[src/rtl/frame_loader_pkg.sv]
// Shared definitions for the frame loader and the maxpooling stage that reads its image buffer.
package frame_loader_pkg;

    localparam int IMG_W        = 128;
    localparam int IMG_H        = 128;
    localparam int AW           = 13;
    localparam int BUSY_TIMEOUT = 16;

    typedef enum logic [1:0] {FILL, START, WAIT_HI, WAIT_LO} loader_state_t;

    // Word address of the pair holding pixel (row, col) in the default-sized frame.
    function automatic logic [AW-1:0] word_addr(input int unsigned row, input int unsigned col);
        return AW'(row * (IMG_W / 2) + col / 2);
    endfunction

endpackage

[src/rtl/frame_loader_pixel_pair_packer.sv]
// Packs two consecutive pixels into one 16-bit buffer word; the write appears one cycle after the odd beat.
module pixel_pair_packer
    import frame_loader_pkg::*;
#(
    parameter int AW = frame_loader_pkg::AW
) (
    input  logic          clk,
    input  logic          rst,
    input  logic          beat,
    input  logic          sof,
    input  logic          flush,
    input  logic [7:0]    data,
    input  logic [AW-1:0] addr,
    output logic          wen,
    output logic [15:0]   wdata,
    output logic [AW-1:0] waddr
);

    logic [7:0] pair_hi;
    logic       odd;

    always_ff @(posedge clk) begin
        if (!rst) begin
            pair_hi <= '0;
            odd     <= 1'b0;
            wen     <= 1'b0;
            wdata   <= '0;
            waddr   <= '0;
        end else begin
            wen <= 1'b0;
            if (flush) begin
                odd <= 1'b0;
            end else if (beat) begin
                // A sof beat always opens a new pair, dropping any half-filled one.
                if (sof || !odd) begin
                    pair_hi <= data;
                    odd     <= 1'b1;
                end else begin
                    wen   <= 1'b1;
                    wdata <= {pair_hi, data};
                    waddr <= addr;
                    odd   <= 1'b0;
                end
            end
        end
    end

endmodule

[src/rtl/frame_loader.sv]
// Fills the shared image buffer with one frame, starts maxpooling with a ready pulse and
// holds off the next frame until maxpooling has raised and dropped busy.
module frame_loader
    import frame_loader_pkg::*;
#(
    parameter int IMG_W        = frame_loader_pkg::IMG_W,
    parameter int IMG_H        = frame_loader_pkg::IMG_H,
    parameter int AW           = frame_loader_pkg::AW,
    parameter int BUSY_TIMEOUT = frame_loader_pkg::BUSY_TIMEOUT
) (
    input  logic          clk,
    input  logic          rst,
    input  logic          pix_valid,
    output logic          pix_ready,
    input  logic          pix_sof,
    input  logic [7:0]    pix_data,
    output logic          mem_wen,
    output logic [AW-1:0] mem_waddr,
    output logic [15:0]   mem_wdata,
    output logic          ready,
    input  logic          busy,
    output logic [7:0]    frame_cnt,
    output logic          sof_err,
    output logic [1:0]    state_dbg
);

    localparam int CW = (IMG_W > 1) ? $clog2(IMG_W) : 1;
    localparam int RW = (IMG_H > 1) ? $clog2(IMG_H) : 1;
    localparam int TW = $clog2(BUSY_TIMEOUT + 1);

    loader_state_t state, state_next;
    logic [CW-1:0] col;
    logic [RW-1:0] row;
    logic          in_frame;
    logic [TW-1:0] to_cnt;
    logic          prev_fill;
    logic          pix_ready_d, ready_d;

    // Handshake: a pixel beat transfers on a rising edge where pix_valid && pix_ready; pix_valid
    // may be held across any number of pix_ready==0 cycles and the beat is taken once ready returns.
    logic          accept, beat, last_beat;
    logic [AW-1:0] pair_addr;

    assign accept    = pix_valid && pix_ready;
    assign beat      = accept && (pix_sof || in_frame);
    assign last_beat = accept && !pix_sof && in_frame &&
                       (row == RW'(IMG_H - 1)) && (col == CW'(IMG_W - 1));
    assign pair_addr = AW'(row) * AW'(IMG_W / 2) + AW'(col >> 1);
    assign state_dbg = state;

    always_ff @(posedge clk) begin
        if (!rst) state <= FILL;
        else      state <= state_next;
    end

    always_comb begin
        state_next = state;
        case (state)
            FILL:    if (last_beat) state_next = START;
            START:   state_next = WAIT_HI;
            WAIT_HI: begin
                if (busy)                                state_next = WAIT_LO;
                else if (to_cnt == TW'(BUSY_TIMEOUT - 1)) state_next = START;
            end
            WAIT_LO: if (!busy) state_next = FILL;
            default: state_next = FILL;
        endcase
    end

    always_comb begin
        pix_ready_d = (state_next == FILL);
        ready_d     = (state == START);
    end

    always_ff @(posedge clk) begin
        if (!rst) begin
            pix_ready <= 1'b0;
            ready     <= 1'b0;
        end else begin
            pix_ready <= pix_ready_d;
            ready     <= ready_d;
        end
    end

    // Only a START entered from FILL counts a frame; re-pulses after a busy timeout do not.
    always_ff @(posedge clk) begin
        if (!rst) begin
            frame_cnt <= '0;
            to_cnt    <= '0;
            prev_fill <= 1'b0;
        end else begin
            prev_fill <= (state == FILL);
            if (state == START) begin
                to_cnt <= '0;
                if (prev_fill) frame_cnt <= frame_cnt + 8'd1;
            end else if (state == WAIT_HI && !busy) begin
                to_cnt <= to_cnt + TW'(1);
            end
        end
    end

    always_ff @(posedge clk) begin
        if (!rst) begin
            row      <= '0;
            col      <= '0;
            in_frame <= 1'b0;
            sof_err  <= 1'b0;
        end else if (accept) begin
            if (pix_sof) begin
                sof_err  <= sof_err | in_frame;
                row      <= '0;
                col      <= CW'(1);
                in_frame <= 1'b1;
            end else if (in_frame) begin
                if (col == CW'(IMG_W - 1)) begin
                    col <= '0;
                    if (row == RW'(IMG_H - 1)) begin
                        row      <= '0;
                        in_frame <= 1'b0;
                    end else begin
                        row <= row + RW'(1);
                    end
                end else begin
                    col <= col + CW'(1);
                end
            end
        end
    end

    pixel_pair_packer #(.AW(AW)) u_packer (
        .clk   (clk),
        .rst   (rst),
        .beat  (beat),
        .sof   (pix_sof),
        .flush (state != FILL),
        .data  (pix_data),
        .addr  (pair_addr),
        .wen   (mem_wen),
        .wdata (mem_wdata),
        .waddr (mem_waddr)
    );

endmodule
[config.mk]
export PLATFORM = sky130hd
export DESIGN_NAME = frame_loader
export DESIGN_NICKNAME = d
export VERILOG_FILES = /design/src/rtl/frame_loader_pkg.sv /design/src/rtl/frame_loader_pixel_pair_packer.sv /design/src/rtl/frame_loader.sv
export SDC_FILE = /design/constraint.sdc
export NUM_CORES = 1
export LEC_CHECK = 0
export CORE_ASPECT_RATIO = 1.25
export CORE_MARGIN = 2
export CORE_UTILIZATION = 40
export CTS_BUF_LIST = sky130_fd_sc_hd__clkbuf_4
export DETAILED_ROUTE_END_ITERATION = 16
export GPL_TIMING_DRIVEN = 0
export HOLD_SLACK_MARGIN = 0.08
export PLACE_DENSITY = 0.66
export SLEW_MARGIN = 20
export SYNTH_ARGS = -nofsm -noshare
export SYNTH_HDL_FRONTEND = slang
export SYNTH_SLANG_ARGS = --single-unit
export TNS_END_PERCENT = 1
[constraint.sdc]
create_clock -name clk -period 1.8 [get_ports clk]
set_input_delay 0.36 -clock clk [delete_from_list [all_inputs] [get_ports clk]]
set_output_delay 0.36 -clock clk [all_outputs]
set_load 0.01 [all_outputs]
==> metrics.md, run 1 <==
| Metric | Value |
|---|---|
| Status | finished clean |
| Syn nets | 380 |
| Critical path type | reg2out |
| Synth warn | 0 |
| Hold path startpoint | pix_valid |
| Dpl hpwl | 4.868 mm |
| Max-cap viol count | 0 |
| CTS tree | done |
| Min-Delay Path Depth | 3 |
| Syn Inst Count | 362 |
| Reg2reg path depth | 6 |
| Post-Synth Simple-Gate Area | 0.2654 |
| Clock Sinks | 73 |
| Delay-heaviest family, CP | buffers and inverters |
| Total GRT Usage | 0.1636 |
| Final #Nets | 444 |
| Synth async-reset ratio | 0 |
| Ports | 56 |
| Placed Instance Area | 3812 um2 |
| Adder-Cell Fraction of Synth Area | 0.01978 |
| Worst-margin pin slew | 516.2 ps |
| Clk slew on worst S/H paths | 120 ps |
| Placer Congestion | 0.8248 |
| Total congestion overflow | 0 |
| Critical-path cell list | clkdlybuf4s50_1 |
| Hold Slack | 273.5 ps |
| Final hold vios | 0 |
| RSZ-0062 raised after global routing | yes |
| Worst setup EP type | output pin |
| Pleak | 1.459 nW |
| Seq cells post-synth | 73 |
| Met2 usage | 0.2736 |
| Largest net degree at the start of global routing | 13 |
| Seq/Total Area, Yosys | 0.4620 |
| Met3 usage | 0.03571 |
| H-tree depth | 3 |
| Largest family of logic cells by synthesized area | simple AND/OR/NAND/NOR gates |
| Chip height | 103.4 um |
| Residual DRC count | 0 |
| Initial antenna violation count | 0 |
| Worst Skew | 15.10 ps |
| Top post-synthesis cells by area | dfxtp_1, nand2_1, a21boi_0 |
| Die width | 83.54 um |
| Final Cycle Share | 0.9715 |
| Worst Path Max Fanout | 4 |
| Fraction of layout cells with a size suffix above 1 | 0.09070 |
| Compound-Gate Fraction of Synth Area | 0.1539 |
| Core Region | 7747 um2 |
| Routed vias | 2712 |
| Synth cell types | 44 |
| Row Count | 36 |
| Synth area leader | dfxtp_1 |
| First-pass GRT wire length | 11.27 mm |
| Crit path buf inv count | 1 |
| Capturing point of the worst reg2reg path | row[1] |
| Critical path data required time | 1440 ps |
| Wire length per cell | 13.09 um |
| Post-synthesis xor/xnor area fraction | 0.02492 |
| Drt pass-1 iters | 4 |
| Mean instance size in the synthesized netlist | 8.738 um2 |
| IO buf count | 53 |
| Placed cells | 510 |
| Root buffer cell | clkbuf_4 |
| ANT cells | 0 |
| Hold Path Class | in2reg |
| Max Freq | 571.9 MHz |
| Post-synth top area share | 0.4620 |
| Skew-Pair Late Insertion Delay | 420 ps |
| Number of synthesized flops with an enable pin | 0 |
| Multiplexer area fraction after synthesis | 0.03521 |
| Routed wire length | 6.873 mm |
| CP Data Arrival Time | 1390 ps |
| Final setup fails | 0 |
| Final Non-Filler Cells | 525 |
| Number of global-route vias before repair | 2414 |
| Hold endpoint | col[0] |
| RR Startpoint | col[0] |
| Ys flop type | dfxtp_1 |
| PwrDens | 755.6 nW/um2 |
| Setup TNS | 0 ps |
| Type of origin of the critical path | register |
| Die area | 8639 um2 |
| CP max stage delay | 560 ps |
| Slew Viols, Final | 0 |
| Crit path time final | 1749 ps |
| Finished Cell Area | 4011 um2 |
| Deepest clock path buffer count | 2 |
| Initial Util | 0.4083 |
| Num CTS Buffers | 9 |
| Count leader, synth | nand2_1 |
| GRT busiest layer | met2 |
| Setup bufs post-CTS | 0 |
| Final ANT Viol Nets | 0 |
| Initial DRC Count | 102 |
| Met1 usage | 0.2023 |
| Slowest CP cell | clkdlybuf4s50_1 |
| Worst slew margin | 0.6559 |
| Area grow syn2layout | 26.82% |
| Worst VDD drop | 0.4487 mV |
| Vias per cell | 5.166 |
| Post-Syn Area | 3163 um2 |
| Most frequent cells after synthesis | nand2_1, dfxtp_1, a21boi_0 |
| Register-to-register setup slack | 90 ps |
==> worst register-to-register path, delay by kind of cell, from the launching register on <==
| family | cells | cell delay [ps] |
|---|---|---|
| flops | 1 | 370 |
| fa+ha+maj | 1 | 200 |
| simple gates | 2 | 480 |
| compound gates | 2 | 460 |
| buf+inv | 1 | 140 |
==> layout by cell type, fill, tap and decap left out, types with 11 or more instances in the layout <==
cell type        netlist  routed
o21ai_0               12      12
clkbuf_4               0      11
nand2_1               81      81
clkdlybuf4s50_1        0      53
nor2b_1               15      15
a21boi_0              32      32
clkbuf_1              12      11
dfxtp_1               73      66
nor2_1                12      12
==> metrics by stage <==
step / setup WS [ps] / util / power, mW
after floorplan: 196.1 / - / 1.755
after global placement: -297.8 / 0.4921 / 1.813
after detailed placement: -350.5 / 0.4921 / 1.813
after CTS: 15.57 / 0.5152 / 3.070
after global routing: -11.39 / 0.5178 / 3.145
final: 51.32 / 0.5178 / 3.031
==> state kept, by name, summed over array words and instances, names as in the netlist, 2 cells and up <==
register / cells
col: 7
row: 7
frame_cnt: 8
u_packer.waddr: 13
to_cnt: 5
u_packer.wdata: 16
u_packer.pair_hi: 8
state_dbg: 2
==> power by group <==
part           leakage, nW  internal, mW  switching (mW)
combinational        0.774        0.0654          0.0699
sequential           0.593          1.63          0.0116
clock               0.0918         0.691           0.565
==> layout make-up <==
class | instances | area, um2
multi-input combinational | 264 | 1579
fill | 774 | 3736
inverter | 4 | 15.01
buffer | 21 | 120.1
clock inverter | 6 | 107.6
sequential | 73 | 1473
tap | 95 | 118.9
timing repair buffer | 53 | 530.5
clock buffer | 9 | 67.56
==> routing by layer <==
| metal | wire length [um] | share of wire | vias up |
|---|---|---|---|
| met5 | 0 | 0 | - |
| met4 | 125 | 0.018 | 0 |
| met3 | 283 | 0.041 | 12 |
| met2 | 3230 | 0.47 | 54 |
| met1 | 3233 | 0.47 | 1276 |
| li1 | - | - | 1370 |
==> logic make-up (layout without fill, tap and decap cells) <==
kind of cell,after synthesis,count (layout)
AO/OA/AOI/OAI,70,70
XOR/XNOR,9,9
adder cells (fa/ha/maj),5,5
buffers and inverters,25,93
flip-flops,73,73
multiplexers,11,11
AND/OR/NAND/NOR,169,169
==> how the worst max path moves through the flow <==
stage	from	to	slack, ps	cells past startpoint
final	frame_cnt[0]	frame_cnt[0]	50	1
after global routing	col[0]	row[1]	-10	6
after floorplan	col[0]	row[1]	200	6
after detailed placement	pix_sof	u_packer.wdata[10]	-350	8
after global placement	pix_sof	u_packer.pair_hi[2]	-300	6
after CTS	frame_cnt[3]	frame_cnt[3]	20	1
==> timing repair <==
action	in CTS	in global routing
endpoints found under the setup margin	3	23
cloned	0	0
hold buffers	0	0
gates resized for setup	3	12
No activity file was read; power rests on OpenSTA's default activity.
==> run 2: changes to the inputs <==
--- a/config.mk
+++ b/config.mk
@@ -7,12 +7,12 @@
 export LEC_CHECK = 0
 export CORE_ASPECT_RATIO = 1.25
 export CORE_MARGIN = 2
-export CORE_UTILIZATION = 40
+export CORE_UTILIZATION = 30
 export CTS_BUF_LIST = sky130_fd_sc_hd__clkbuf_4
 export DETAILED_ROUTE_END_ITERATION = 16
 export GPL_TIMING_DRIVEN = 0
 export HOLD_SLACK_MARGIN = 0.08
-export PLACE_DENSITY = 0.66
+export PLACE_DENSITY = 0.53
 export SLEW_MARGIN = 20
 export SYNTH_ARGS = -nofsm -noshare
 export SYNTH_HDL_FRONTEND = slang
==> run 2 against run 1 <==
Maximum frequency grew 2.7%; cell area grew 2.4%; worst setup slack gained 47 ps; non-clock buffer count is the same; die area grew 32%; sequential power is essentially flat; critical endpoint is now row[1].
==> metrics.md, run 2 (same netlist as run 1, synthesis figures left out) <==
| Metric | Value |
|---|---|
| Status | finished clean |
| CTS tree | done |
| Ports | 56 |
| Hold path startpoint | pix_valid |
| Slowest CP cell | or3b_1 |
| Final WS setup | 98.10 ps |
| Worst VDD drop | 0.3758 mV |
| Dpl ws | -387.2 ps |
| Initial Util | 0.3098 |
| Type of origin of the critical path | register |
| CP max stage delay | 390 ps |
| Total GRT Usage | 0.1375 |
| Die area | 11390 um2 |
| Fraction of layout cells with a size suffix above 1 | 0.09745 |
| Final #Nets | 444 |
| IO buf count | 53 |
| Area grow syn2layout | 29.87% |
| Final Non-Filler Cells | 560 |
| Initial DRC Count | 131 |
| Routed vias | 2655 |
| Largest regs | u_packer.wdata: 16 flops, u_packer.waddr: 13 flops |
| Final Cycle Share | 0.9455 |
| Worst Skew | 17.55 ps |
| H-tree depth | 3 |
| Setup TNS | 0 ps |
| Clk slew on worst S/H paths | 130 ps |
| Slew Viols, Final | 0 |
| First-pass GRT wire length | 12.41 mm |
| Worst setup EP type | register |
| Final setup fails | 0 |
| RSZ-0062 raised after global routing | yes |
| RR Startpoint | col[0] |
| Placer Congestion | 0.7940 |
| Initial antenna violation count | 0 |
| Largest net degree at the start of global routing | 14 |
| Commonest non-fill, non-tap cell in the layout | nand2_1 |
| Critical path type | reg2reg |
| Clock Sinks | 73 |
| Most frequent cells in the layout | nand2_1, dfxtp_1, clkdlybuf4s50_1, a21boi_0, nor2b_1 |
| Hold Path Class | in2reg |
| Hold buffers post-CTS | 0 |
| Root buffer cell | clkbuf_4 |
| Skew-Pair Late Insertion Delay | 410 ps |
| Total congestion overflow | 0 |
| Critical Path Source | col[0] |
| Final ANT Viol Nets | 0 |
| CP Data Arrival Time | 2060 ps |
| Num CTS Buffers | 9 |
| Dpl hpwl | 5.253 mm |
| Largest reg by FF count | u_packer.wdata |
| Core Region | 10210 um2 |
| ANT cells | 0 |
| Worst-margin pin slew | 552.6 ps |
| Max Freq | 587.6 MHz |
| PwrDens | 786.0 nW/um2 |
| Routed wire length | 7.369 mm |
| Die width | 95.84 um |
| Critical path data required time | 2160 ps |
| Max-cap viol count | 0 |
| Wire length per cell | 13.16 um |
| Residual DRC count | 0 |
| Crit path time final | 1702 ps |
| Number of global-route vias before repair | 2595 |
| Row Count | 41 |
| Worst slew margin | 0.6316 |
| Design Power | 3.229 mW |
| Vias per cell | 4.741 |
| Setup bufs post-CTS | 0 |
| Drt pass-1 iters | 6 |
| Pleak | 1.549 nW |
| Worst Path Max Fanout | 10 |
| Final hold vios | 0 |
| Fillers | 1055 |
| Largest register FFs | 16 |
| Deepest clock path buffer count | 2 |
| Placed cells | 544 |
| Critical-path cell list | ha_2, nand3_2, o31a_1, buf_6, or3b_1, a21boi_2 |
| Chip height | 118.8 um |
| End-of-flow core utilization | 0.4024 |
[run 2: repair_timing]
item	4_1_cts	5_1_grt
pin swaps	0	1
setup endpoints to repair	4	29
endpoints found under the hold margin	0	0
gates resized for setup	5	20
[run 2: area by class of cell]
type / instances / area, um2 / share of cell area
Tap cell: 129 / 161.4 / 0.03929
Multi-Input combinational cell: 264 / 1585 / 0.3859
Inverter: 4 / 15.01 / 0.003655
Buffer: 21 / 120.1 / 0.02924
Sequential cell: 73 / 1476 / 0.3594
Timing Repair Buffer: 53 / 540.5 / 0.1316
Clock inverter: 7 / 141.4 / 0.03442
Clock buffer: 9 / 67.56 / 0.01645
[run 2: final timing paths]
| path | end | slack (ps) | cells past startpoint |
|---|---|---|---|
| worst min register to register | u_packer.wdata[13] | 460 | 2 |
| worst max register to register | row[1] | 100 | 6 |
| worst min-delay path | col[0] | 290 | 3 |
| worst max-delay path | row[1] | 100 | 6 |
[run 2: power breakdown]
group          total, mW  internal [mW]  switching, mW
clock network       1.45          0.846          0.606
logic              0.138         0.0659         0.0720
registers           1.64           1.63         0.0117
[run 2: metal layers]
metal  routed length (um)  share of wire  global-route usage  vias to the layer above
met5                    0              0                   0                        -
met1                 3578           0.49              0.1801                     1235
met2                 3429           0.47              0.2142                       52
met4                   48         0.0065             0.04286                        0
li1                     -              -                   -                     1364
met3                  313          0.042             0.04270                        4
[run 2: worst max-delay path: cells and delay by family (launching register included)]
family	cells	cell delay, ps
compound gates	2	440
fa+ha+maj	1	210
buf+inv	1	140
flops	1	380
simple gates	2	490
[run 2: metrics by stage]
step,instance area (um2),hold slack [ps]
after floorplan,3163,440.6
after global placement,3855,446.3
after detailed placement,3855,449.3
after CTS,4071,264.0
after global routing,4108,286.3
final,4108,294.8
